### config.mk
export PLATFORM = sky130hd
export DESIGN_NAME = lsu_mem_master
export DESIGN_NICKNAME = d
export VERILOG_FILES = /design/src/rtl/lsu_mem_master.sv
export SDC_FILE = /design/constraint.sdc
export NUM_CORES = 1
export LEC_CHECK = 0
export BUFFER_PORTS_ARGS = -buffer_cell sky130_fd_sc_hd__buf_2
export CORE_MARGIN = 2
export CORE_UTILIZATION = 40
export CTS_BUF_LIST = sky130_fd_sc_hd__clkbuf_4 sky130_fd_sc_hd__clkbuf_8
export CTS_CLUSTER_DIAMETER = 150
export DETAILED_ROUTE_END_ITERATION = 7
export PLACE_DENSITY = 0.59
export SKIP_CTS_REPAIR_TIMING = 1
export SLEW_MARGIN = 20
export SYNTH_ARGS = -nofsm -noshare
export SYNTH_HDL_FRONTEND = slang
export SYNTH_SLANG_ARGS = --single-unit
### constraint.sdc
create_clock -name clk_i -period 2.6 [get_ports clk_i]
set_input_delay 0.26 -clock clk_i [delete_from_list [all_inputs] [get_ports clk_i]]
set_output_delay 0.26 -clock clk_i [all_outputs]
set_load 0.01 [all_outputs]
### src/rtl/lsu_mem_master.sv
// lsu_mem_master: load/store initiator for the single-port byte-enabled data memory.
// Turns a core request (byte/half/word, any byte address) into one or two memory
// beats with byte enables and lane-shifted write data, then returns load data
// reassembled and sign/zero-extended in a one-cycle response.
// Build option: define LSU_MISALIGN_EN to execute word-crossing accesses as two
// beats; when undefined, such requests are rejected with rsp_err_o and memory is untouched.
module lsu_mem_master #(
    parameter int unsigned ADDR_W = 13
) (
    input  logic              clk_i,
    input  logic              rst_i,
    input  logic              req_valid_i,
    output logic              req_ready_o,
    input  logic              req_write_i,
    input  logic [1:0]        req_size_i,
    input  logic              req_signed_i,
    input  logic [ADDR_W-1:0] req_addr_i,
    input  logic [31:0]       req_wdata_i,
    output logic              rsp_valid_o,
    output logic [31:0]       rsp_rdata_o,
    output logic              rsp_err_o,
    output logic              mem_write_o,
    output logic [3:0]        mem_be_sel_o,
    output logic [ADDR_W-1:0] mem_addr_o,
    output logic [31:0]       mem_data_o,
    input  logic [31:0]       mem_data_i
);

`ifdef LSU_MISALIGN_EN
    typedef enum logic [1:0] {S_IDLE, S_LO, S_HI, S_RESP} state_t;
`else
    typedef enum logic [1:0] {S_IDLE, S_LO, S_RESP} state_t;
`endif

    state_t            state_q, state_d;

    logic              write_q;
    logic              signed_q;
    logic [1:0]        size_q;
    logic [ADDR_W-1:0] addr_q;
    logic [31:0]       wdata_q;
    logic [31:0]       lo_q;
    logic [31:0]       rdata_q;
    logic [ADDR_W-1:0] mem_addr_q;
    logic [31:0]       mem_data_q;

    logic [1:0]        off;
    logic [3:0]        mask_base;
    logic [ADDR_W-1:0] lo_addr;
    logic [3:0]        lo_be;
    logic [31:0]       lo_data;
    logic [31:0]       rd_word;
    logic [31:0]       rd_ext;
    logic [31:0]       rsp_data_now;

`ifdef LSU_MISALIGN_EN
    logic [31:0]       hi_q;
    logic              split;
    logic [7:0]        mask8;
    logic [63:0]       wide;
    logic [ADDR_W-3:0] hi_word;
    logic [ADDR_W-1:0] hi_addr;
`else
    logic              err_q;
    logic              rsp_err_q;
    logic [2:0]        req_nbytes;
    logic              req_split;
`endif

    // Beat addresses, byte enables, lane-shifted store data and load reassembly
    always_comb begin
        off = addr_q[1:0];
        case (size_q)
            2'b00:   mask_base = 4'b0001;
            2'b01:   mask_base = 4'b0011;
            default: mask_base = 4'b1111;
        endcase
        lo_addr = {addr_q[ADDR_W-1:2], 2'b00};
`ifdef LSU_MISALIGN_EN
        mask8   = {4'b0000, mask_base} << off;
        wide    = {32'b0, wdata_q} << {off, 3'b000};
        // Any enable spilling into the upper nibble means off + nbytes > 4
        split   = |mask8[7:4];
        hi_word = addr_q[ADDR_W-1:2] + {{(ADDR_W-3){1'b0}}, 1'b1};
        hi_addr = {hi_word, 2'b00};
        lo_be   = mask8[3:0];
        lo_data = wide[31:0];
        rd_word = 32'({hi_q, lo_q} >> {off, 3'b000});
`else
        // Only non-split requests reach a beat, so no lane is shifted out here
        lo_be   = mask_base << off;
        lo_data = wdata_q << {off, 3'b000};
        rd_word = lo_q >> {off, 3'b000};
`endif
        case (size_q)
            2'b00:   rd_ext = signed_q ? {{24{rd_word[7]}}, rd_word[7:0]}
                                       : {24'b0, rd_word[7:0]};
            2'b01:   rd_ext = signed_q ? {{16{rd_word[15]}}, rd_word[15:0]}
                                       : {16'b0, rd_word[15:0]};
            default: rd_ext = rd_word;
        endcase
`ifdef LSU_MISALIGN_EN
        rsp_data_now = write_q ? '0 : rd_ext;
`else
        rsp_data_now = (write_q || err_q) ? '0 : rd_ext;
`endif
    end

`ifndef LSU_MISALIGN_EN
    // Classify the incoming request as word-crossing so it can be rejected at accept
    always_comb begin
        case (req_size_i)
            2'b00:   req_nbytes = 3'd1;
            2'b01:   req_nbytes = 3'd2;
            default: req_nbytes = 3'd4;
        endcase
        req_split = ({1'b0, req_addr_i[1:0]} + req_nbytes) > 3'd4;
    end
`endif

    // State register
    always_ff @(posedge clk_i) begin
        if (!rst_i) begin
            state_q <= S_IDLE;
        end else begin
            state_q <= state_d;
        end
    end

    // Next-state logic
    always_comb begin
        state_d = state_q;
        case (state_q)
            S_IDLE: begin
                if (req_valid_i) begin
`ifdef LSU_MISALIGN_EN
                    state_d = S_LO;
`else
                    state_d = req_split ? S_RESP : S_LO;
`endif
                end
            end
`ifdef LSU_MISALIGN_EN
            S_LO:    state_d = split ? S_HI : S_RESP;
            S_HI:    state_d = S_RESP;
`else
            S_LO:    state_d = S_RESP;
`endif
            S_RESP:  state_d = S_IDLE;
            default: state_d = S_IDLE;
        endcase
    end

    // Request latch, load-word capture and held bus/response values
    always_ff @(posedge clk_i) begin
        if (!rst_i) begin
            write_q    <= 1'b0;
            signed_q   <= 1'b0;
            size_q     <= '0;
            addr_q     <= '0;
            wdata_q    <= '0;
            lo_q       <= '0;
            rdata_q    <= '0;
            mem_addr_q <= '0;
            mem_data_q <= '0;
`ifdef LSU_MISALIGN_EN
            hi_q       <= '0;
`else
            err_q      <= 1'b0;
            rsp_err_q  <= 1'b0;
`endif
        end else begin
            case (state_q)
                S_IDLE: begin
                    if (req_valid_i) begin
                        write_q  <= req_write_i;
                        signed_q <= req_signed_i;
                        size_q   <= req_size_i;
                        addr_q   <= req_addr_i;
                        wdata_q  <= req_wdata_i;
`ifdef LSU_MISALIGN_EN
                        hi_q     <= '0;
`else
                        err_q    <= req_split;
`endif
                    end
                end
                S_LO: begin
                    mem_addr_q <= lo_addr;
                    mem_data_q <= lo_data;
                    if (!write_q) begin
                        lo_q <= mem_data_i;
                    end
                end
`ifdef LSU_MISALIGN_EN
                S_HI: begin
                    mem_addr_q <= hi_addr;
                    mem_data_q <= wide[63:32];
                    if (!write_q) begin
                        hi_q <= mem_data_i;
                    end
                end
`endif
                S_RESP: begin
                    rdata_q <= rsp_data_now;
`ifndef LSU_MISALIGN_EN
                    rsp_err_q <= err_q;
`endif
                end
                default: ;
            endcase
        end
    end

    // Output decode: memory beat drive, handshake and response
    always_comb begin
        req_ready_o  = (state_q == S_IDLE);
        rsp_valid_o  = (state_q == S_RESP);
        rsp_rdata_o  = rdata_q;
        mem_write_o  = 1'b0;
        mem_be_sel_o = '0;
        mem_addr_o   = mem_addr_q;
        mem_data_o   = mem_data_q;
`ifndef LSU_MISALIGN_EN
        rsp_err_o    = rsp_err_q;
`endif
        case (state_q)
            S_LO: begin
                mem_write_o  = write_q;
                mem_be_sel_o = lo_be;
                mem_addr_o   = lo_addr;
                mem_data_o   = lo_data;
            end
`ifdef LSU_MISALIGN_EN
            S_HI: begin
                mem_write_o  = write_q;
                mem_be_sel_o = mask8[7:4];
                mem_addr_o   = hi_addr;
                mem_data_o   = wide[63:32];
            end
`endif
            S_RESP: begin
                rsp_rdata_o = rsp_data_now;
`ifndef LSU_MISALIGN_EN
                rsp_err_o   = err_q;
`endif
            end
            default: ;
        endcase
        // No write may commit in a cycle where reset is asserted
        if (!rst_i) begin
            mem_write_o  = 1'b0;
            mem_be_sel_o = '0;
        end
    end

`ifdef LSU_MISALIGN_EN
    assign rsp_err_o = 1'b0;
`endif

endmodule
# After elaboration in Yosys (flattened, before gate mapping)
# Index checks and enable logic that the tools add are counted.
# W data, S select, Z words.
[word_totals] ramBits=0 mem_count=0 register_bits=162 mem_bits_ro=0 word_cells=46 out_inout_bits=85 latch_bits=0
[classes] shift=3 n_reduce_logical=6 eq_ne=5 addsub=1 div_mod_pow=0 magnitude_cmp=1 mux=17 bitwise=1 n_mul=0
[ops] cell="$mux W32" count=5
[ops] cell="$pmux W32 S2" count=1
[ops] cell="$shl A32 B5 Y32" count=1
[ops] cell="$shr A32 B5 Y32" count=1
[ops] cell="$mux W13" count=1
[ops] cell="$mux W4" count=2
[ops] cell="$pmux W4 S2" count=1
[ops] cell="$eq A2 B1 Y1 const B" count=3
[ops] cell="$logic_not A2 Y1" count=3
[ops] cell="$pmux W3 S2" count=1
[ops] cell="$mux W2" count=2
[ops] cell="$pmux W2 S2" count=1
[ops] cell="$reduce_and A2 Y1" count=2
[ops] cell="$shl A4 B2 Y4" count=1
[ops] cell="$add A2 B3 Y3" count=1
[ops] cell="$gt A3 B3 Y1 const B" count=1
[ops] cell="$mux W1" count=3
[ops] cell="$eq A2 B2 Y1 const B" count=1
[ops] cell="$ne A2 B2 Y1 const B" count=1
[ops] cell="$logic_or A1 B1 Y1" count=1
[ops] cell="$not A1 Y1" count=1

# Depth between registers and ports, before layout
# Gate-level depths: netlist of run 1.
[logic_depth] ltp_word=7 ltp_mapped=7 depth_no_buf=7

# Worst setup path after synthesis of run 1
# No wires, ideal clock.
[synth_timing] kind="register to output" start="register addr_q[0]" end="output port rsp_rdata_o[21]" t_required_ps=2340 arrival_time_ps=1560 path_slack_ps=780 path_buffers=2 path_stages_with_launch=6 cell_sequence="dfxtp_1 > buf_2 > buf_2 > mux2_2 > a32oi_1 > o31ai_1"
[synth_via] elab_chain_len=5
[synth_lines] item="start: declaration" line="40" rtl="logic [ADDR_W-1:0] addr_q;"
[synth_lines] item="start signal: assignment" line="179" rtl="addr_q <= req_addr_i;"
[synth_lines] item="$shr A32 B5 Y32 (*)" line="93" rtl="rd_word = lo_q >> {off, 3'b000};"
[synth_lines] item="$mux W32 (on tied branches)" line="98, 96"
[synth_lines] item="$pmux W32 S2 (*)" line="95" rtl="case (size_q)"
[synth_lines] item="$mux W32 (*)" line="105" rtl="rsp_data_now = (write_q || err_q) ? '0 : rd_ext;"
[synth_lines] item="$mux W32 (*)"
[synth_lines] item="end: declaration" line="20" rtl="output logic [31:0] rsp_rdata_o,"
# Mark *: on every way between the ends. The rest lies on a longest branch, timed or not.

# Final worst setup path of run 1
[layout_timing] start="register addr_q[1]" end="output port rsp_rdata_o[10]"
# The elaborated chain is that of the path after synthesis.

==> results of run 1 <==
==> through the flow <==
step | total power, mW | instances
global placement | 3.64 | 1167
floorplan | 3.30 | 821
CTS | 5.62 | 1199
detailed placement | 3.64 | 1167
global route | 5.84 | 1200
finish | 5.58 | 1200
==> kinds of logic (layout without fill, tap and decap cells) <==
family,Yosys count,after routing
flops,162,162
mux,69,69
compound gates,212,212
simple gates,290,290
buf+inv,85,235
fa+ha+maj,2,2
xor+xnor,1,1
==> registers in the layout, indices dropped and copies added, names as in the netlist, 2 cells and up <==
register / flops
lo_q: 32
mem_addr_q: 13
wdata_q: 32
size_q: 2
rdata_q: 32
state_q: 2
mem_data_q: 32
addr_q: 13
==> cell type report <==
type / count / area, um^2
flip-flops and latches: 162 / 3250
multi-input cells: 574 / 3900
fillers: 1736 / 9090
repair buffers: 196 / 1100
well taps: 229 / 287
clock inverters: 11 / 154
inverters: 7 / 27.5
clock buffers: 21 / 277
==> placed cells by master, fill, tap and decap left out, drive strengths merged, types with 21 or more instances in the layout <==
master,Yosys,layout
o31ai,32,32
and2,41,41
mux2,53,53
a21oi,100,100
dfxtp,162,162
buf,31,195
clkbuf,47,21
nand2,198,198
==> routing by layer <==
| metal | track usage, % | part of all wire [%] | vias to the layer above |
|---|---|---|---|
| met3 | 5.09 | 5.9 | 22 |
| li1 | - | - | 3190 |
| met1 | 31.7 | 49 | 3106 |
| met2 | 31.1 | 43 | 205 |
| met5 | 0 | 0.061 | - |
| met4 | 6.65 | 1.7 | 2 |
==> worst max-delay path by stage <==
stage	startpoint	endpoint
after floorplan	addr_q[0]	rsp_rdata_o[21]
after global placement	size_q[1]	rsp_rdata_o[27]
after detailed placement	state_q[1]	rdata_q[17]
after CTS	state_q[1]	rsp_rdata_o[16]
after global routing	addr_q[1]	rsp_rdata_o[10]
final	addr_q[1]	rsp_rdata_o[10]
==> tightest hold or removal path: stages <==
cell and delay [ps]:
sky130_fd_sc_hd__buf_2 90, sky130_fd_sc_hd__nand2_1 50, sky130_fd_sc_hd__a21oi_1 50
==> Yosys cell counts (2+ instances only) <==
master	n
sky130_fd_sc_hd__o32ai_2	10
sky130_fd_sc_hd__nand2_1	196
sky130_fd_sc_hd__inv_1	5
sky130_fd_sc_hd__nand2_2	2
sky130_fd_sc_hd__a32oi_1	16
sky130_fd_sc_hd__buf_1	3
sky130_fd_sc_hd__and3_1	3
sky130_fd_sc_hd__nor2b_1	12
sky130_fd_sc_hd__nor2_1	11
sky130_fd_sc_hd__nor3b_1	2
sky130_fd_sc_hd__buf_2	25
sky130_fd_sc_hd__dfxtp_1	162
sky130_fd_sc_hd__mux4_2	16
sky130_fd_sc_hd__mux2_1	2
sky130_fd_sc_hd__clkbuf_1	47
sky130_fd_sc_hd__a221oi_1	7
sky130_fd_sc_hd__a211oi_1	13
sky130_fd_sc_hd__buf_4	3
sky130_fd_sc_hd__and2_1	41
sky130_fd_sc_hd__a221oi_2	3
sky130_fd_sc_hd__o31ai_1	32
sky130_fd_sc_hd__a22o_1	16
sky130_fd_sc_hd__a22oi_1	8
sky130_fd_sc_hd__o32ai_1	6
sky130_fd_sc_hd__mux2_2	50
sky130_fd_sc_hd__or3b_2	2
sky130_fd_sc_hd__nand3_1	9
sky130_fd_sc_hd__a21oi_1	100
sky130_fd_sc_hd__nand2b_1	4
==> power groups by stage <==
stage / Clock (mW) / Sequential (mW) / Combinational [mW]
after detailed placement: 0 / 2.75 / 0.893
after global placement: 0 / 2.75 / 0.891
after CTS: 2.03 / 2.69 / 0.895
final: 1.99 / 2.70 / 0.895
after floorplan: 0 / 2.70 / 0.603
after global routing: 2.14 / 2.71 / 0.983
==> results.txt, run 1 <==
----------------------------------------------------
[Clock tree]
  Clock Pin Slew Worst Setup and Hold Paths ... 90 ps
  H-tree level count ... 4
  TritonCTS clock tree ... done
  TritonCTS sink count ... 162
  Buffers from clock root to sink, at most ... 2
  Number of clock buffers inserted by TritonCTS ... 17
  Later-pin clock latency in the skew report ... 460 ps
  Clk root buf ... sky130_fd_sc_hd__clkbuf_8

[Timing]
  Top achievable clock speed ... 396 MHz
  Final Max Tran Viols ... 0
  Slew @ Worst Pin ... 731 ps
  Period Utilization, post-route ... 97.2%
  Worst slack on hold paths ... 26.7 ps
  Final setup violation count ... 0
  Shortest clock period the worst path allows after layout ... 2530 ps
  Slew margin rel. ... 51.1%
  Hold violation total from the final report ... 0
  Unrepaired setup endpoints after global routing ... yes
  Final worst clock skew ... 14.5 ps
  Setup TNS ... 0 ps
  PnR worst setup slack ... 71.9 ps

[GRT]
  Wire length of the first global-routing pass ... 33,500 um
  Leftover overflow at the end of global routing ... 0
  Total routing usage reported by global routing ... 21.5%
  Largest net degree at the start of global routing ... 55
  Number of global-route vias before repair ... 6,044
  Initial antenna violation count ... 2

[Die]
  Height of the die ... 140 um
  Total number of placement rows ... 49
  Overall die area ... 19,700 um^2
  Effective utilization at floorplan ... 41.2%
  Ports ... 169
  Die outline width ... 140 um
  Floorplan Core Area ... 18,100 um^2

[Setup path]
  Worst-path fanout max ... 15
  CP max stage delay ... 500 ps
  Setup slack of the worst register-to-register path ... 590 ps
  Worst setup SP type ... flip-flop
  Critical path type ... flip-flop to primary output
  Path length in cells of the critical path ... 5
  Cell at the slowest stage of the critical path ... sky130_fd_sc_hd__a221oi_1
  Worst setup EP type ... primary output
  Buffers plus inverters on the worst setup path ... 2
  Crit Reg-Reg Endpoint ... rdata_q[17]
  Series of cell instances along the critical path ... buf_4, mux2_2, a221oi_1, o31ai_1, buf_2
  Cell count of the worst reg-to-reg path ... 4
  Kind of cell adding the most delay to the critical path ... compound AO/OA/AOI/OAI gates
  Data required time at the worst endpoint ... 2340 ps
  Data arrival time of the worst path ... 2270 ps
  Worst R2R Start ... state_q[1]

[Pwr]
  Total internal power ... 3.98 mW
  Pwr/cell area ... 621 nW/um^2
  Comb pwr share ... 16.0%
  Worst-case vdd ir drop ... 0.335 mV
  Standby leakage power ... 3.74 nW
  Clk network pwr share ... 35.7%
  Net Switching ... 1.60 mW
  Switch share ... 28.7%
  Part of the total power dissipated in sequential elements ... 48.3%

[Synthesis]
  Portion of netlist area occupied by mux cells ... 12.9%
  Total number of yosys warnings ... 0
  Post-synthesis instance total ... 821
  Largest family of logic cells by synthesized area ... compound AO/OA/AOI/OAI gates
  Area fraction of the dominant cell type after synthesis ... 43.6%
  Count of distinct cell types in the synthesized netlist ... 44
  Proportion of synthesized flip-flops having asynchronous set or reset ... 0%
  Cell area after synthesis ... 7450 um^2
  Adder-cell share of the synthesized area ... 0.437%
  Largest cells by area after synthesis ... sky130_fd_sc_hd__dfxtp_1 (44%), sky130_fd_sc_hd__nand2_1 (9.9%), sky130_fd_sc_hd__mux2_2 (7.6%)
  Flip-flop and latch count after synthesis ... 162
  Post-synthesis xor/xnor area fraction ... 0.118%
  Synthesized Nets ... 907
  Proportion of synthesized chip area in sequential cells ... 43.6%
  Post-synthesis compound-gate area fraction ... 20.2%
  Post-Synth Simple-Gate Area ... 17.9%
  Post-synth top flop ... sky130_fd_sc_hd__dfxtp_1
  Synthesized area per cell ... 9.07 um^2
  Largest area contributor in the synthesized netlist ... sky130_fd_sc_hd__dfxtp_1
  Number of enable flip-flop cells after synthesis ... 0

[Min path]
  Hold-critical path endpoint ... lo_q[17]
  Count of cells along the worst hold path ... 3
  Hold path start ... mem_data_i[17]
  HP Class ... input pin to flip-flop

[Finish]
  Area grow syn2layout ... 20.8%
  Final-stage net count ... 1,044
  Utilization of the core after routing ... 49.7%
  Final design area excluding fillers ... 9000 um^2
  Share of post-route cells with drive strength above 1 ... 33.8%
  Antenna diode count ... 0

[Route]
  Routed vias/inst ... 5.44
  Number of nets still failing antenna checks after routing ... 0
  Detailed-route via count ... 6,525
  Post-detailed-route DRC marker count ... 0
  Routed len/inst ... 17.8 um
  Detailed Route Iter0 Violations ... 431
  Overall routed net length ... 21,400 um
  First drt pass iteration count ... 5

[Place]
  Placer Congestion ... 0.798
  Half-perimeter wire length of the detailed placement result ... 14,800 um
  Port-buffer cells ... 168
  Post-Place Worst Slack ... 454 ps
  Placed Area ... 8530 um^2

[Run status]
  Run status ... finished clean

[Flow run]
  MaxCap Viol Count ... 0

----------------------------------------------------
Note: power is estimated with default switching activity, not from simulation.
==> run 2, diff against run 1 <==
==> constraint.sdc (replaced) <==
create_clock -name clk_i -period 3.2 [get_ports clk_i]
set_input_delay 0.32 -clock clk_i [delete_from_list [all_inputs] [get_ports clk_i]]
set_output_delay 0.32 -clock clk_i [all_outputs]
set_load 0.02 [all_outputs]
==> results.txt, run 2 (synthesis gave the netlist of run 1 again) <==
----------------------------------------------------
[Die]
  Effective utilization at floorplan ... 41.2% (unchanged)
  Ports ... 169 (unchanged)
  Height of the die ... 140 um (unchanged)
  Die outline width ... 140 um (unchanged)
  Floorplan Core Area ... 18,100 um^2 (unchanged)
  Total number of placement rows ... 49 (unchanged)
  Overall die area ... 19,700 um^2 (unchanged)

[Timing]
  Top achievable clock speed ... 341 MHz
  Period Utilization, post-route ... 91.7%
  Final worst clock skew ... 11.5 ps (-3.01 ps)
  PnR worst setup slack ... 266 ps (+195 ps)
  Final Max Tran Viols ... 0 (unchanged)
  Slew margin rel. ... 38.6% (-12 points)
  Hold violation total from the final report ... 0 (unchanged)
  Final setup violation count ... 0 (unchanged)
  Shortest clock period the worst path allows after layout ... 2930 ps
  Unrepaired setup endpoints after global routing ... no
  Setup TNS ... 0 ps (unchanged)
  Slew @ Worst Pin ... 917 ps (+187 ps)

[Pwr]
  Pwr/cell area ... 508 nW/um^2 (-18%)
  Clk network pwr share ... 34.8% (-0.9 points)
  Standby leakage power ... 3.67 nW (-2.1%)
  Switch share ... 29.4% (+0.74 points)
  Comb pwr share ... 16.1% (about the same)
  Net Switching ... 1.32 mW (-17%)
  Total internal power ... 3.17 mW (-20%)
  Part of the total power dissipated in sequential elements ... 49.0% (+0.7 points)
  Total design power ... 4.50 mW (-19%)
  Worst-case vdd ir drop ... 0.245 mV (-27%)

[Setup path]
  Data arrival time of the worst path ... 2610 ps (+340 ps)
  Worst-path fanout max ... 22 (+7)
  Worst setup path startpoint ... addr_q[1]
  Critical path type ... flip-flop to primary output
  Worst setup SP type ... flip-flop
  Worst R2R Start ... state_q[1]
  Data required time at the worst endpoint ... 2880 ps (+540 ps)
  Worst setup EP type ... primary output

[Finish]
  Layout fillers ... 1,780 (+2.5%)
  Final-stage net count ... 1,036 (-0.77%)
  Commonest cells after routing, fill and taps aside ... sky130_fd_sc_hd__nand2_1 (196), sky130_fd_sc_hd__buf_2 (168), sky130_fd_sc_hd__dfxtp_1 (160)
  Fin cells ... 1,192 (-0.67%)
  Utilization of the core after routing ... 48.9% (-0.82 points)
  Most common cell after layout, fill and taps aside ... sky130_fd_sc_hd__nand2_1
  Area grow syn2layout ... 18.8%
  Share of post-route cells with drive strength above 1 ... 32.7% (-1.1 points)
  Antenna diode count ... 0 (unchanged)

[Clock tree]
  H-tree level count ... 4 (unchanged)
  Clock Pin Slew Worst Setup and Hold Paths ... 90 ps (about the same)
  Later-pin clock latency in the skew report ... 450 ps (about the same)
  Buffers from clock root to sink, at most ... 2 (unchanged)
  TritonCTS sink count ... 162 (unchanged)
  TritonCTS clock tree ... done
  Number of clock buffers inserted by TritonCTS ... 17 (unchanged)
  Clk root buf ... sky130_fd_sc_hd__clkbuf_8

[GRT]
  Met1 usage ... 31.5% (-0.17 points)
  M2 GR Usage ... 31.4% (+0.31 points)
  Total routing usage reported by global routing ... 21.2% (-0.38 points)
  Global routing met3 resource utilization ... 4.00% (-1.1 points)
  Largest net degree at the start of global routing ... 52 (-5.5%)
  Initial antenna violation count ... 0 (-2)
  Wire length of the first global-routing pass ... 32,900 um (-1.8%)
  Leftover overflow at the end of global routing ... 0 (unchanged)
  Most crowded layer after global routing ... met1
  Number of global-route vias before repair ... 5,984 (-0.99%)

[Route]
  Detailed-route via count ... 6,447 (-1.2%)
  Routed vias/inst ... 5.41 (-0.53%)
  Routed len/inst ... 18.1 um (+1.7%)
  Overall routed net length ... 21,600 um (+1.0%)
  First drt pass iteration count ... 4 (-1)
  Number of nets still failing antenna checks after routing ... 0 (unchanged)
  Detailed Route Iter0 Violations ... 383 (-11%)
  Post-detailed-route DRC marker count ... 0 (unchanged)

[Place]
  Port-buffer cells ... 168 (unchanged)
  Post-Place Worst Slack ... 783 ps (+329 ps)
  Placer Congestion ... 0.807 (+1.1%)
  Number of placed cells counting well taps ... 1,160 (-0.60%)
  Half-perimeter wire length of the detailed placement result ... 14,600 um (-0.74%)

[Flow run]
  MaxCap Viol Count ... 0 (unchanged)

[Min path]
  HP Class ... input pin to flip-flop
  Hold path start ... mem_data_i[22]

[Run status]
  Run status ... finished clean

----------------------------------------------------
run 2: power groups by stage:
stage	sequential (mW)	clock (mW)	combinational, mW
floorplan	2.19	0	0.527
global placement	2.25	0	0.718
detailed placement	2.25	0	0.723
CTS	2.20	1.60	0.726
global route	2.22	1.68	0.792
finish	2.21	1.57	0.726
run 2: final cells by class:
cell class                 count  area, um^2  area share, %
inverter                       7        27.5          0.311
multi-input combinational    574        3880           43.8
clock buffer                  22         297           3.35
timing repair buffer         188         991           11.2
tap                          229         287           3.24
clock inverter                10         123           1.39
sequential                   162        3250           36.7
run 2: critical path: stages (launching register included):
cell and delay (ps):
sky130_fd_sc_hd__dfxtp_2 680, sky130_fd_sc_hd__buf_4 380, sky130_fd_sc_hd__nor2b_1 130, sky130_fd_sc_hd__buf_4 220
sky130_fd_sc_hd__a221oi_1 440, sky130_fd_sc_hd__o31ai_1 130, sky130_fd_sc_hd__buf_2 170
run 2: per-stage QoR:
stage / cell area (um^2) / hold WS (ps)
after floorplan: 7450 / 432
after global placement: 8430 / 444
after detailed placement: 8430 / 446
after CTS: 8850 / 79.6
after global routing: 8850 / 83.9
final: 8850 / 103
run 2: metal layers:
layer / part of all wire (%) / vias up / wire, um
li1: - / 3170 / -
met1: 50 / 3070 / 10700
met2: 44 / 187 / 9510
met3: 5.5 / 20 / 1190
met4: 0.93 / 0 / 201
met5: 0 / - / 0
run 2: worst paths after layout:
check,endpoint,slack (ps),cells after the start
worst max-delay path,rsp_rdata_o[10],270,6
worst min-delay path,lo_q[22],100,3
worst max register to register,rdata_q[20],1010,4
worst min register to register,addr_q[11],460,2
